`src/rtl/cordic_engine.sv`:
```
// ---------------------------------------------------------------------------
// cordic_engine
//   One pipelined processing element of a rotation-mode CORDIC sine/cosine
//   chain. Each valid sample gets one micro-rotation by atan(2^-i):
//     x' = x - d*(y >>> i),  y' = y + d*(x >>> i),  alpha' = alpha - d*atan
//   where d = +1 for alpha >= 0, else -1. The quadrant tag is passed through
//   untouched for the post-processing stage.
//
// Ports
//   i_clk        : clock, all state updates on the rising edge
//   i_rst_n      : synchronous reset, ACTIVE-HIGH despite the name
//   in_x/in_y    : signed x/y components (Q.14 fixed point)
//   in_alpha     : signed residual angle (radians, Q.14)
//   in_atan      : atan(2^-i_count), non-negative
//   i_count      : stage index i, used as the arithmetic shift amount
//   i_quadrant   : quadrant tag, carried through
//   valid_in     : input sample valid
//   out_x/out_y  : registered rotated x/y
//   out_alpha    : registered updated residual angle
//   out_quadrant : registered quadrant tag
//   valid_out    : registered output valid (1-cycle latency)
// ---------------------------------------------------------------------------
module cordic_engine #(
    parameter  int DATA_WIDTH = 18,
    parameter  int N_PE       = 15,
    localparam int CW         = (N_PE > 1) ? $clog2(N_PE) : 1
) (
    input  logic                  i_clk,
    input  logic                  i_rst_n,
    input  logic [DATA_WIDTH-1:0] in_x,
    input  logic [DATA_WIDTH-1:0] in_y,
    input  logic [DATA_WIDTH-1:0] in_alpha,
    input  logic [DATA_WIDTH-1:0] in_atan,
    input  logic [CW-1:0]         i_count,
    input  logic [1:0]            i_quadrant,
    input  logic                  valid_in,
    output logic [DATA_WIDTH-1:0] out_x,
    output logic [DATA_WIDTH-1:0] out_y,
    output logic [DATA_WIDTH-1:0] out_alpha,
    output logic [1:0]            out_quadrant,
    output logic                  valid_out
);

    logic signed [DATA_WIDTH-1:0] w_x_sh;
    logic signed [DATA_WIDTH-1:0] w_y_sh;
    logic                         w_neg;
    logic [DATA_WIDTH-1:0]        w_x_next;
    logic [DATA_WIDTH-1:0]        w_y_next;
    logic [DATA_WIDTH-1:0]        w_alpha_next;

    logic [DATA_WIDTH-1:0]        r_x;
    logic [DATA_WIDTH-1:0]        r_y;
    logic [DATA_WIDTH-1:0]        r_alpha;
    logic [1:0]                   r_quadrant;
    logic                         r_valid;

    always_comb begin
        // Signed >>> sign-fills, so shifts past the MSB collapse to 0 or -1.
        w_x_sh = $signed(in_x) >>> i_count;
        w_y_sh = $signed(in_y) >>> i_count;
        // Zero angle rotates in the positive direction.
        w_neg  = in_alpha[DATA_WIDTH-1];
        if (w_neg) begin
            w_x_next     = in_x + w_y_sh;
            w_y_next     = in_y - w_x_sh;
            w_alpha_next = in_alpha + in_atan;
        end else begin
            w_x_next     = in_x - w_y_sh;
            w_y_next     = in_y + w_x_sh;
            w_alpha_next = in_alpha - in_atan;
        end
    end

    always_ff @(posedge i_clk) begin
        if (i_rst_n) begin
            r_x        <= '0;
            r_y        <= '0;
            r_alpha    <= '0;
            r_quadrant <= '0;
            r_valid    <= 1'b0;
        end else if (valid_in) begin
            r_x        <= w_x_next;
            r_y        <= w_y_next;
            r_alpha    <= w_alpha_next;
            r_quadrant <= i_quadrant;
            r_valid    <= 1'b1;
        end else begin
            r_valid    <= 1'b0;
        end
    end

    assign out_x        = r_x;
    assign out_y        = r_y;
    assign out_alpha    = r_alpha;
    assign out_quadrant = r_quadrant;
    assign valid_out    = r_valid;

endmodule

```
`config.mk`:
```
export PLATFORM = sky130hd
export DESIGN_NAME = cordic_engine
export DESIGN_NICKNAME = d
export VERILOG_FILES = /design/src/rtl/cordic_engine.sv
export SDC_FILE = /design/constraint.sdc
export NUM_CORES = 1
export LEC_CHECK = 0
export ABC_AREA = 1
export BUFFER_PORTS_ARGS = -buffer_cell sky130_fd_sc_hd__clkbuf_2
export CAP_MARGIN = 5
export CELL_PAD_IN_SITES_DETAIL_PLACEMENT = 0
export CELL_PAD_IN_SITES_GLOBAL_PLACEMENT = 2
export CORE_ASPECT_RATIO = 0.6
export CORE_MARGIN = 4
export CORE_UTILIZATION = 32
export DETAILED_ROUTE_END_ITERATION = 8
export GPL_TIMING_DRIVEN = 0
export PLACE_DENSITY_LB_ADDON = 0.1
export SYNTH_ARGS = -nofsm -noshare
export SYNTH_HDL_FRONTEND = slang
export SYNTH_SLANG_ARGS = --single-unit
```
`constraint.sdc`:
```
create_clock -name i_clk -period 5.9 [get_ports i_clk]
set_clock_uncertainty 0.2 [all_clocks]
set_input_delay 0.885 -clock i_clk [delete_from_list [all_inputs] [get_ports i_clk]]
set_output_delay 0.885 -clock i_clk [all_outputs]
set_load 0.005 [all_outputs]
```
==> results.cfg, run 1 <==
[finish]
area.growth.synth_to_final_pct = 19.0
fin_nets = 1489
drive_gt1_share_pct = 15.8

[logic_synthesis]
async_flop_share_pct = 0
yosys.area.top_type = dfxtp_1
ys_top_cells_by_area = dfxtp_1 16%, nand2_1 15%, nand3_1 13%
synth.yosys.seq_area_share_pct = 15.8
synthCells = 1207
synth.avg_cell_area_um2 = 5.98
yosys_warnings = 0
synth_cell_type_count = 47
synth_enable_flop_cells = 0
synth_nets = 1345
yosysTopAreaCellShare_pct = 15.8
ys_seq_elements = 57
dominantRegCellSynth = dfxtp_1
synth.cell_area_um2 = 7220

[sta]
period_share_pct = 85.8
rsz0062_at_grt = false
period_minus_slack_ns = 5.06
fin_tns_setup_ns = 0
drv_slew = 0
worstMarginPinSlew_ns = 0.955
hold_viol = 0
setup_ws_ns = 0.838
setup_viol = 0
max_slew_margin_pct = 36.3
max_clock_freq_mhz = 198

[critical_path]
crit_fanout = 10
r2r-end = out_x[8]
required_ns = 5.93
worstReg2RegStart = out_x[8]
crit_type = in -> reg
end_kind = flop
reg2reg_slack_ns = 4.96
ff2ff_path_depth = 4
arrival_ns = 5.09
start_kind = input pin

[hold_path]
hold_class = reg -> reg
hold_start = out_x[15]
hold_depth = 2
hold_end = out_x[15]

[floorplanning]
initial_core_util_pct = 32.6
die_h_um = 124
die_w_um = 202
placementRows = 42
core_um2 = 22100
boundaryPins = 138
die_area_um2 = 25100

[cts]
cts-root-buf = clkbuf_16
cts_tree = yes
ctsResizeCount = 0
ctsHtreeMaxLevel = 3
cts_buffers = 9
clk_latency_ns = 0.33
cts.path.max_buffers = 2
path_clk_slew_ns = 0.05
cts_hold_buf = 0
clock_sinks = 57
cts_setup_buffers = 0

[power]
p_seq_share_pct = 23.2
powerDensity_nw_per_um2 = 234
p_leak_nw = 4.63
p_int_mw = 1.18
vdd_drop_max_mv = 0.140
switching_share_pct = 41.5
clkPwrFrac_pct = 27.2
p_sw_mw = 0.834
combPwrFrac_pct = 49.5

[detailed_routing]
first_iter_violations = 673
firstDrtPassIters = 5
wl_um = 30000
wl_per_cell_um = 18.0
drc = 0
vias = 8390
ant_nets = 0
vias_per_cell = 5.04

[place]
place_ws_ns = 0.393
gp_congestion = 0.885
io_buffers = 133
dp_hpwl_um = 25100

[grt]
grt_max_degree = 11
grt_overflow = 0
track_usage_pct = 23.3
grt_pass1_wl_um = 46100
antenna_found_initial = 0
grt_pass1_vias = 7874

[status]
status = complete, no violations

[run]
drv_cap = 0
==> synthesized netlist by cell type (3+ instances only) <==
library cell	n
o211ai_1	8
nor2_2	3
nor2_1	146
buf_6	5
buf_4	5
clkbuf_1	20
nand3_2	10
fa_1	3
a31oi_1	3
o31ai_1	8
nand3_1	183
inv_1	111
nor3_1	10
nand3b_1	3
xnor2_1	23
o21ai_0	74
o21ai_1	4
nand2_2	18
o21a_1	3
buf_2	15
nand4_1	6
dfxtp_1	57
a21o_1	7
ha_1	54
nand2_1	281
buf_1	3
xor2_1	57
a21oi_1	60
==> cell families after synthesis <==
group	after synthesis	synth area share, %
AO/OA/AOI/OAI	180	14.0
XOR/XNOR	80	9.70
adder cells (fa/ha/maj)	57	10.2
buffers and inverters	164	9.79
flip-flops	57	15.8
AND/OR/NAND/NOR	669	40.5
==> cell usage in the layout, fill, tap and decap left out, drive strengths merged, types with 54 or more instances in the layout <==
cell type,instances
o21ai,80
clkbuf,166
dfxtp,57
nand2,300
nor2,149
inv,113
a21oi,60
ha,54
xor2,57
nand3,193
==> sequential cells by signal (all words and copies together) (netlist names) <==
signal        count
out_alpha        18
valid_out         1
out_y            18
out_x            18
out_quadrant      2
==> layout make-up <==
| type | count | area (um2) |
|---|---|---|
| well taps | 308 | 385 |
| multi-input cells | 986 | 5370 |
| flip-flops and latches | 57 | 1140 |
| diodes | 1 | 2.50 |
| fillers | 2519 | 13500 |
| repair buffers | 133 | 666 |
| clock buffers | 13 | 280 |
| plain buffers | 49 | 270 |
| inverters | 115 | 437 |
| clock inverters | 2 | 35.0 |
==> metal layers <==
layer | global-route usage (%) | routed length (um)
met1 | 37.2 | 16000
met2 | 32.0 | 11500
met3 | 5.67 | 2360
met4 | 2.05 | 136
met5 | 0 | 0
==> power by group through the flow <==
stage / Sequential (mW) / Combinational (mW) / Clock, mW
3_5_place_dp: 0.474 / 0.989 / 0
6_report: 0.467 / 0.996 / 0.548
2_1_floorplan: 0.473 / 0.676 / 0
5_1_grt: 0.472 / 1.13 / 0.579
3_3_place_gp: 0.474 / 0.994 / 0
4_1_cts: 0.467 / 0.995 / 0.558
==> critical path, cell delays in order <==
cell and delay [ns]:
clkbuf_2 0.10, clkbuf_1 0.68, buf_1 0.74, nor2_1 0.14, xor2_1 0.18, ha_1 0.39
nand3_1 0.10, nand2_1 0.11, a21oi_1 0.13, o21ai_0 0.47, inv_1 0.15, o21a_1 0.22
o21ai_0 0.33, nand2_1 0.15, nand3_1 0.10, nand3_1 0.08, nand2_1 0.08, inv_1 0.04
==> worst max-delay path by stage <==
stage | startpoint | cells after the start | to
floorplan | i_count[0] | 24 | out_x[14]
global placement | in_alpha[17] | 18 | out_alpha[14]
detailed placement | in_alpha[17] | 18 | out_alpha[14]
CTS | in_alpha[17] | 18 | out_alpha[14]
global route | in_alpha[17] | 18 | out_alpha[14]
finish | in_alpha[17] | 18 | out_alpha[14]
==> through the flow <==
step	total power [mW]	utilization, %	std cells	instance area (um2)	hold slack, ns
after global routing	2.18	38.8	1663	8590	0.292
after floorplan	1.15	-	1207	7220	0.272
after detailed placement	1.46	37.4	1648	8270	0.272
after CTS	2.02	38.8	1663	8590	0.285
final	2.01	38.8	1664	8590	0.284
after global placement	1.47	37.4	1648	8270	0.262
(Power assumes the default switching activity.)
==> run 2: changes to the inputs <==
--- a/config.mk
+++ b/config.mk
@@ -10,12 +10,13 @@
 export CAP_MARGIN = 5
 export CELL_PAD_IN_SITES_DETAIL_PLACEMENT = 0
 export CELL_PAD_IN_SITES_GLOBAL_PLACEMENT = 2
-export CORE_ASPECT_RATIO = 0.6
+export CORE_ASPECT_RATIO = 1.75
 export CORE_MARGIN = 4
 export CORE_UTILIZATION = 32
 export DETAILED_ROUTE_END_ITERATION = 8
 export GPL_TIMING_DRIVEN = 0
 export PLACE_DENSITY_LB_ADDON = 0.1
+export RECOVER_POWER = 25
 export SYNTH_ARGS = -nofsm -noshare
 export SYNTH_HDL_FRONTEND = slang
 export SYNTH_SLANG_ARGS = --single-unit
==> run 2 against run 1 <==
  * Clock power shrank 4%
  * Routed wire length is 1.1% lower
  * Sequential cell count is the same
  * Maximum frequency shrank 1.7%
  * Register-to-register slack about the same
  * Cell area down 0.64%
  * Worst hold slack better by 0.0014 ns
  * Critical path depth did not move
  * Non-clock buffer count is the same
  * Cell count fell by 0.78%
  * Via count fell by 1.4%
  * First-iteration DRC count shrank 29%
==> results.cfg, run 2 (synthesis gave the netlist of run 1 again) <==
[sta]
hold_viol = 0
holdWs_ns = 0.285
drv_slew = 0
max_slew_margin_pct = 31.3
worstMarginPinSlew_ns = 1.03
rsz0062_at_grt = false
setup_ws_ns = 0.751
setup_viol = 0
fin_tns_setup_ns = 0
max_clock_freq_mhz = 194
period_share_pct = 87.3
period_minus_slack_ns = 5.15

[detailed_routing]
drc = 0
firstDrtPassIters = 6
wl_per_cell_um = 18.0
vias_per_cell = 5.01
ant_nets = 0
first_iter_violations = 476
vias = 8276
wl_um = 29700

[critical_path]
required_ns = 5.93
end_kind = flop
startpoint = in_alpha[17]
start_kind = input pin
crit_type = in -> reg
worstReg2RegStart = out_y[15]
arrival_ns = 5.18
crit_fanout = 10

[grt]
grt_overflow = 0
antenna_found_initial = 0
grt_max_degree = 11
grt_pass1_vias = 8187
grt_pass1_wl_um = 45100
track_usage_pct = 23.5

[floorplanning]
die_area_um2 = 25100
die_w_um = 122
initial_core_util_pct = 32.6
boundaryPins = 138
placementRows = 72
core_um2 = 22200
die_h_um = 207

[cts]
clock_sinks = 57
ctsResizeCount = 0
cts_buffers = 9
clk_latency_ns = 0.32
cts.path.max_buffers = 2
ctsHtreeMaxLevel = 3
cts_tree = yes
cts-root-buf = clkbuf_16
cts_hold_buf = 0
path_clk_slew_ns = 0.05
cts_setup_buffers = 0

[power]
clkPwrFrac_pct = 26.7
p_seq_share_pct = 23.6
power.total_mw = 1.97
powerDensity_nw_per_um2 = 231
p_sw_mw = 0.824
combPwrFrac_pct = 49.6
p_leak_nw = 4.57
vdd_drop_max_mv = 0.121
switching_share_pct = 41.7
p_int_mw = 1.15

[finish]
layout_commonest_cell = nand2_1
area.growth.synth_to_final_pct = 18.2
layout_common_cells = 281 x nand2_1, 183 x nand3_1, 146 x nor2_1, 118 x clkbuf_2, 111 x inv_1
final.fill_count = 2596
diodes = 0
postLayoutCellArea_um2 = 8530
drive_gt1_share_pct = 14.6
fin_nets = 1489

[place]
place_ws_ns = 0.385
place_area_um2 = 8260
io_buffers = 133
dp_hpwl_um = 25100
gp_congestion = 0.899

[status]
status = complete, no violations

[hold_path]
hold_class = reg -> reg
hold_start = out_x[15]

[run]
drv_cap = 0
-- run 2: changes by cell type in the layout (fill, tap and decap cells not counted), sizes merged --
cell	previous run	this run
clkbuf	166	165
diode	1	0
clkinv	3	4
-- run 2: worst paths after layout --
path / to / slack, ns / cells after the start
setup / recovery: out_alpha[14] / 0.75 / 18
hold / removal: out_x[15] / 0.29 / 2
setup reg to reg: out_y[15] / 4.95 / 3
hold reg to reg: out_x[15] / 0.29 / 2
-- run 2: power groups by stage --
stage	Combinational, mW	Clock [mW]	Sequential [mW]
CTS	0.990	0.537	0.466
global route	1.12	0.550	0.471
floorplan	0.676	0	0.473
global placement	0.984	0	0.473
finish	0.979	0.528	0.466
detailed placement	0.985	0	0.474
-- run 2: cell type report --
cell class	instances	area (um2)	area share, %
Sequential cell	57	1140	13.4
Clock buffer	12	256	3.01
Tap cell	296	370	4.34
Timing Repair Buffer	133	647	7.58
Buffer	49	270	3.17
Multi-Input combinational cell	986	5370	63.0
Clock inverter	3	40.0	0.469
Inverter	115	437	5.12
-- run 2: critical path: stages --
cell      delay [ns]
clkbuf_2        0.09
clkbuf_1        0.76
buf_1           0.76
nor2_1          0.13
xor2_1          0.18
ha_1            0.39
nand3_1         0.10
nand2_1         0.13
a21oi_1         0.12
o21ai_0         0.50
inv_1           0.16
o21a_1          0.24
o21ai_0         0.30
nand2_1         0.15
nand3_1         0.10
nand3_1         0.08
nand2_1         0.07
inv_1           0.03
-- run 2: metrics by stage --
stage / util [%] / cells
after global routing: 38.5 / 1651
final: 38.5 / 1651
after detailed placement: 37.3 / 1636
after global placement: 37.3 / 1636
after CTS: 38.6 / 1651
after floorplan: - / 1207
-- run 2: routing by layer --
layer | track usage [%] | part of all wire (%)
met4 | 10.5 | 4.5
met2 | 45.5 | 53
met3 | 1.55 | 3.2
met1 | 25.6 | 39
met5 | 0 | 0
